[src/rtl/cu_pkg.sv]
// Shared definitions for the control-unit sequencer and its one-hot decoder:
// state codes, opcode encoding and memory-read state classification.
package cu_pkg;

  localparam int unsigned FETCH1     = 0;
  localparam int unsigned FETCH2     = 1;
  localparam int unsigned FETCH3     = 2;
  localparam int unsigned ADD1       = 3;
  localparam int unsigned ADD2       = 4;
  localparam int unsigned AND1       = 5;
  localparam int unsigned AND2       = 6;
  localparam int unsigned JMP1       = 7;
  localparam int unsigned INC1       = 8;
  localparam int unsigned NUM_STATES = 9;

  typedef enum logic [1:0] {OP_ADD, OP_AND, OP_JMP, OP_INC} op_e;

  // States that read memory and must wait for mem_ready.
  function automatic logic is_mem_state(input int unsigned code);
    return (code == FETCH2) || (code == ADD1) || (code == AND1);
  endfunction

endpackage

[src/rtl/cu_next_state.sv]
// Combinational next-code logic: fetch walk, opcode dispatch, memory stall,
// run gating in FETCH1 and recovery from unused codes.
module cu_next_state
  import cu_pkg::*;
#(
  parameter int N = 4
) (
  input  logic [N-1:0] code_i,
  input  logic         run_i,
  input  logic         mem_ready_i,
  input  logic         adv_en_i,
  input  op_e          opcode_i,
  output logic [N-1:0] code_o,
  output logic         retire_o
);

  logic stalled;

  assign stalled = is_mem_state(32'(code_i)) && !mem_ready_i;

  // NOTE: every output gets a default before any branch so no path leaves
  // it unassigned, which would otherwise infer a latch.
  always_comb begin
    code_o   = code_i;
    retire_o = 1'b0;
    if (32'(code_i) >= NUM_STATES) begin
      // Unused codes recover unconditionally and never count as a retirement.
      code_o = '0;
    end else if (adv_en_i && !stalled) begin
      case (32'(code_i))
        FETCH1: if (run_i) code_o = N'(FETCH2);
        FETCH2: code_o = N'(FETCH3);
        FETCH3: begin
          case (opcode_i)
            OP_ADD: code_o = N'(ADD1);
            OP_AND: code_o = N'(AND1);
            OP_JMP: code_o = N'(JMP1);
            OP_INC: code_o = N'(INC1);
            default: code_o = N'(ADD1);
          endcase
        end
        ADD1: code_o = N'(ADD2);
        AND1: code_o = N'(AND2);
        ADD2, AND2, JMP1, INC1: begin
          code_o   = N'(FETCH1);
          retire_o = 1'b1;
        end
        default: code_o = '0;
      endcase
    end
  end

endmodule

[src/rtl/cu_sequence_counter.sv]
// Control-unit state counter feeding the one-hot decoder, with retire status.
// Optional single-step control is enabled by defining CU_SINGLE_STEP_EN.
module cu_sequence_counter
  import cu_pkg::*;
#(
  parameter int N      = 4,  // must be at least 4 to hold INC1
  parameter int ICNT_W = 16
) (
  input  logic              clk,
  input  logic              rst_n,
  input  logic              run,
  input  logic              mem_ready,
  input  logic [1:0]        ir_opcode,
`ifdef CU_SINGLE_STEP_EN
  input  logic              step_mode,
  input  logic              step_req,
`endif
  output logic [N-1:0]      counter_value,
  output logic              instr_done,
  output logic              halted,
  output logic [ICNT_W-1:0] instr_count
);

  logic [N-1:0]      state_q, state_d;
  logic              done_q, done_d;
  logic              halted_q, halted_d;
  logic [ICNT_W-1:0] count_q, count_d;
  logic              adv_en;
  logic              retire;

`ifdef CU_SINGLE_STEP_EN
  assign adv_en = !step_mode || step_req;
`else
  assign adv_en = 1'b1;
`endif

  cu_next_state #(.N(N)) u_next_state (
    .code_i      (state_q),
    .run_i       (run),
    .mem_ready_i (mem_ready),
    .adv_en_i    (adv_en),
    .opcode_i    (op_e'(ir_opcode)),
    .code_o      (state_d),
    .retire_o    (retire)
  );

  // halted tracks run only while parked in FETCH1; elsewhere it holds.
  assign halted_d = (state_q == N'(FETCH1)) ? !run : halted_q;
  assign done_d   = retire;
  assign count_d  = count_q + ICNT_W'(retire);

  // NOTE: state registers use non-blocking assignments so every flop samples
  // the pre-edge values, independent of statement order.
  always_ff @(posedge clk or negedge rst_n) begin
    if (!rst_n) begin
      state_q  <= '0;
      done_q   <= 1'b0;
      halted_q <= 1'b1;
      count_q  <= '0;
    end else begin
      state_q  <= state_d;
      done_q   <= done_d;
      halted_q <= halted_d;
      count_q  <= count_d;
    end
  end

  assign counter_value = state_q;
  assign instr_done    = done_q;
  assign halted        = halted_q;
  assign instr_count   = count_q;

endmodule
[config.mk]
export PLATFORM = sky130hd
export DESIGN_NAME = cu_sequence_counter
export DESIGN_NICKNAME = d
export VERILOG_FILES = /design/src/rtl/cu_pkg.sv /design/src/rtl/cu_next_state.sv /design/src/rtl/cu_sequence_counter.sv
export SDC_FILE = /design/constraint.sdc
export NUM_CORES = 1
export LEC_CHECK = 0
export ABC_AREA = 1
export CORE_AREA = 3 3 55 57
export DETAILED_ROUTE_END_ITERATION = 16
export DIE_AREA = 0 0 58 60
export GPL_TIMING_DRIVEN = 0
export PLACE_DENSITY = 0.76
export SYNTH_ARGS = -nofsm -noshare
export SYNTH_HDL_FRONTEND = slang
export SYNTH_HIERARCHICAL = 1
export SYNTH_SLANG_ARGS = --single-unit
[constraint.sdc]
create_clock -name clk -period 2.77 [get_ports clk]
set_clock_uncertainty 0.05 [all_clocks]
set_input_delay 0.554 -clock clk [delete_from_list [all_inputs] [get_ports clk]]
set_output_delay 0.554 -clock clk [all_outputs]
set_load 0.02 [all_outputs]
==> summary.md <==
| Metric | Value |
|---|---|
| Status | `completed` |
| Finish-stage setup viols | `0` |
| DR WL/cell | `11.55 µm` |
| Unrepaired setup endpoints after global routing | `false` |
| Critical Path End Type | `flop` |
| Largest net degree at the start of global routing | `23` |
| First-pass GRT wire length | `4236 µm` |
| Hold Path Class | `flop to flop` |
| Fin crit share | `83.07%` |
| Post-synth top area cell | `dfrtp_1` |
| Post-route setup TNS | `0 ns` |
| CTS tree | `built` |
| Max Slew Vio Count | `0` |
| Net Sw Frac | `40.33%` |
| Vias per cell | `5.005` |
| Peak supply drop | `530.5 µV` |
| Met3 wire length | `94 µm` |
| Critical R2R Launch | `counter_value[0]$_DFF_PN0_` |
| IO Count | `28` |
| Synth Warn # | `6` |
| Worst EP arrival | `2.46 ns` |
| Initial antenna violation count | `0` |
| Seq/Total Area, Yosys | `44.01%` |
| Share of layout cells above drive strength 1 | `14.36%` |
| Flop pwr share | `41.6%` |
| CTS sink cnt | `22` |
| Vias in the first global route | `1,032` |
| Top cell type's share of synthesized area | `41.92%` |
| Largest cells by area after synthesis | `dfrtp_1, nand2_1, ha_1` |
| Post-route cell area | `1598 µm²` |
| H-tree Lvls | `1` |
| Clk_lat worst skew | `0.30 ns` |
| Final hold vios | `0` |
| Final worst slack | `0.4689 ns` |
| Worst relative slew slack | `35.69%` |
| Fin crit period | `2.301 ns` |
| Hold_sp | `halted$_DFFE_PN1N_` |
| Site row count | `18` |
| Register bit total from synthesis | `22` |
| GPL Wtd Cong | `0.8724` |
| Crit path kind | `flop to flop` |
| CTS max path bufs | `2` |
| Drt drc | `0` |
| Area grow syn2layout | `27.44%` |
| Leakage | `0.7428 nW` |
| DR iter-0 viols | `43` |
| Detail Route Antenna Nets | `0` |
| Syn Inst Count | `150` |
| Placement Cell Area | `1562 µm²` |
| Share of power burned in combinational logic | `43.6%` |
| Aggregate global routing overflow | `0` |
| Final #Nets | `195` |
| Syn nets | `163` |
| Clk slew on worst S/H paths | `0.12 ns` |
| CP startpoint kind | `flop` |
| DR pass1 iterations | `4` |
| Effective utilization at floorplan | `49.70%` |
| F_max | `434.6 MHz` |
| WP data required | `2.93 ns` |
| Switch Pwr | `476.1 µW` |
| Vias | `1,056` |
| Post-CTS sizing | `0` |
| Antenna diodes | `0` |
| CTS root buf | `clkbuf_4` |
| PD cells | `738.9 nW/µm²` |
| Number of hold buffers added after cts | `0` |
| DIE WIDTH | `58 µm` |
| Max cap viols | `0` |
| Synth unique cells | `22` |
| TritonCTS Buffers | `3` |
| Buffers on Ports | `27` |
| Worst-Margin Slew | `0.9616 ns` |
| Routed wl met2 | `1278 µm` |
| Routed WL | `2436 µm` |
| Core area | `2522 µm²` |
| Cell internal pwr | `704.5 µW` |
| Die Area | `3480 µm²` |
| Uppermost layer routed | `met4` |
| Gr usage total | `15.85%` |
| Wire length on met1 | `1018 µm` |
| CP Max Fanout | `8` |
| Fillers | `228` |
| Setup WS pre-CTS | `0.2485 ns` |
| Mapped Area | `1254 µm²` |
| Crit path launch | `counter_value[0]$_DFF_PN0_` |
| Avg Cell Area, Syn | `8.358 µm²` |
| Post CTS Setup Buffer Count | `0` |
| Detailed Place HPWL | `1936 µm` |
| Clk pwr share | `14.8%` |
| Chip height | `60 µm` |
[synth_stat cells]
library cell  number
a21oi_1            1
conb_1             1
dfrtp_1           21
dfstp_2            1
ha_1               7
inv_1             16
inv_2              3
nand2_1           30
nand2_2            8
nand2_4            2
nand3_1            9
nand3_2            1
nand3b_1           2
nand4_1            5
nor2_1            21
nor2_2             4
nor2_4             3
o21ai_0            3
o21ai_1            2
o21bai_1           2
xnor2_1            3
xor2_1             5
[critical path: stages, from the launching register on]
cell,delay [ns]
dfrtp_1,0.48
nor2_1,0.24
a21oi_1,0.15
inv_1,0.09
nand3b_1,0.07
nor2_1,0.18
ha_1,0.22
ha_1,0.22
nand3_2,0.13
nor2_2,0.16
nand3_1,0.09
nand2_1,0.07
nand2_1,0.05
[registers in the layout (all words and copies together), names as in the netlist]
register	count
instr_count	16
counter_value	4
halted	1
instr_done	1
[final timing paths]
path	to	slack (ns)	depth (start not counted)
worst min register to register	halted$_DFFE_PN1N_	0.45	2
max in group asynchronous	instr_count[15]$_DFF_PN0_	1.37	1
worst min-delay path	halted$_DFFE_PN1N_	0.45	2
worst max-delay path	instr_count[14]$_DFF_PN0_	0.47	12
min in group asynchronous	instr_count[13]$_DFF_PN0_	0.72	1
worst max register to register	instr_count[14]$_DFF_PN0_	0.47	12
[logic make-up (layout without fill, tap and decap cells)]
logic type	count (synthesis)	after routing	synth area share [%]
other	1	1	0.2991
AND/OR/NAND/NOR	85	85	33.83
AO/OA/AOI/OAI	8	8	3.592
XOR/XNOR	8	8	5.589
adder cells (fa/ha/maj)	7	7	6.986
buffers and inverters	19	50	5.689
flip-flops	22	22	44.01
[cell type report]
cell class	count	area (µm²)	area share, %
Clock buffer	4	36.28	2.271
Inverter	19	71.32	4.464
Multi-Input combinational cell	109	630.6	39.47
Sequential cell	22	551.8	34.53
Tap cell	30	37.54	2.349
Timing Repair Buffer	27	270.3	16.91
[per-layer routing]
metal  vias to the layer above  GRT usage (%)
li1                        527              -
met4                         0          10.60
met2                        28          28.39
met1                       497          17.68
met3                         4          1.728
met5                         -              0
[cell usage in the layout, fill, tap and decap left out]
cell type        count
nand3_2              1
nand2_4              2
clkbuf_4             3
xnor2_1              3
conb_1               1
dfrtp_1             21
nand4_1              5
nand2_2              8
inv_1               16
o21bai_1             2
clkbuf_8             1
nand2_1             30
ha_1                 7
xor2_1               5
a21oi_1              1
nand3_1              9
o21ai_1              2
inv_2                3
nand3b_1             2
dfstp_2              1
o21ai_0              3
clkdlybuf4s50_1     27
nor2_2               4
nor2_1              21
nor2_4               3
[per-stage QoR]
| stage | util [%] | power, mW | hold WS [ns] | cells |
|---|---|---|---|---|
| global route | 63.34 | 1.266 | 0.4658 | 211 |
| CTS | 63.34 | 1.193 | 0.4497 | 211 |
| detailed placement | 61.90 | 1.014 | 0.4313 | 207 |
| floorplan | - | 0.7971 | 0.2084 | 150 |
| global placement | 61.90 | 0.9989 | 0.4274 | 207 |
| finish | 63.34 | 1.181 | 0.4451 | 211 |
[power by group through the flow]
stage / Sequential, mW / Clock (mW) / Combinational, mW
2_1_floorplan: 0.577 / 0 / 0.220
3_3_place_gp: 0.498 / 0 / 0.501
3_5_place_dp: 0.498 / 0 / 0.516
4_1_cts: 0.491 / 0.182 / 0.520
5_1_grt: 0.505 / 0.201 / 0.560
6_report: 0.491 / 0.174 / 0.515
Note: power is estimated with default switching activity, not from simulation.
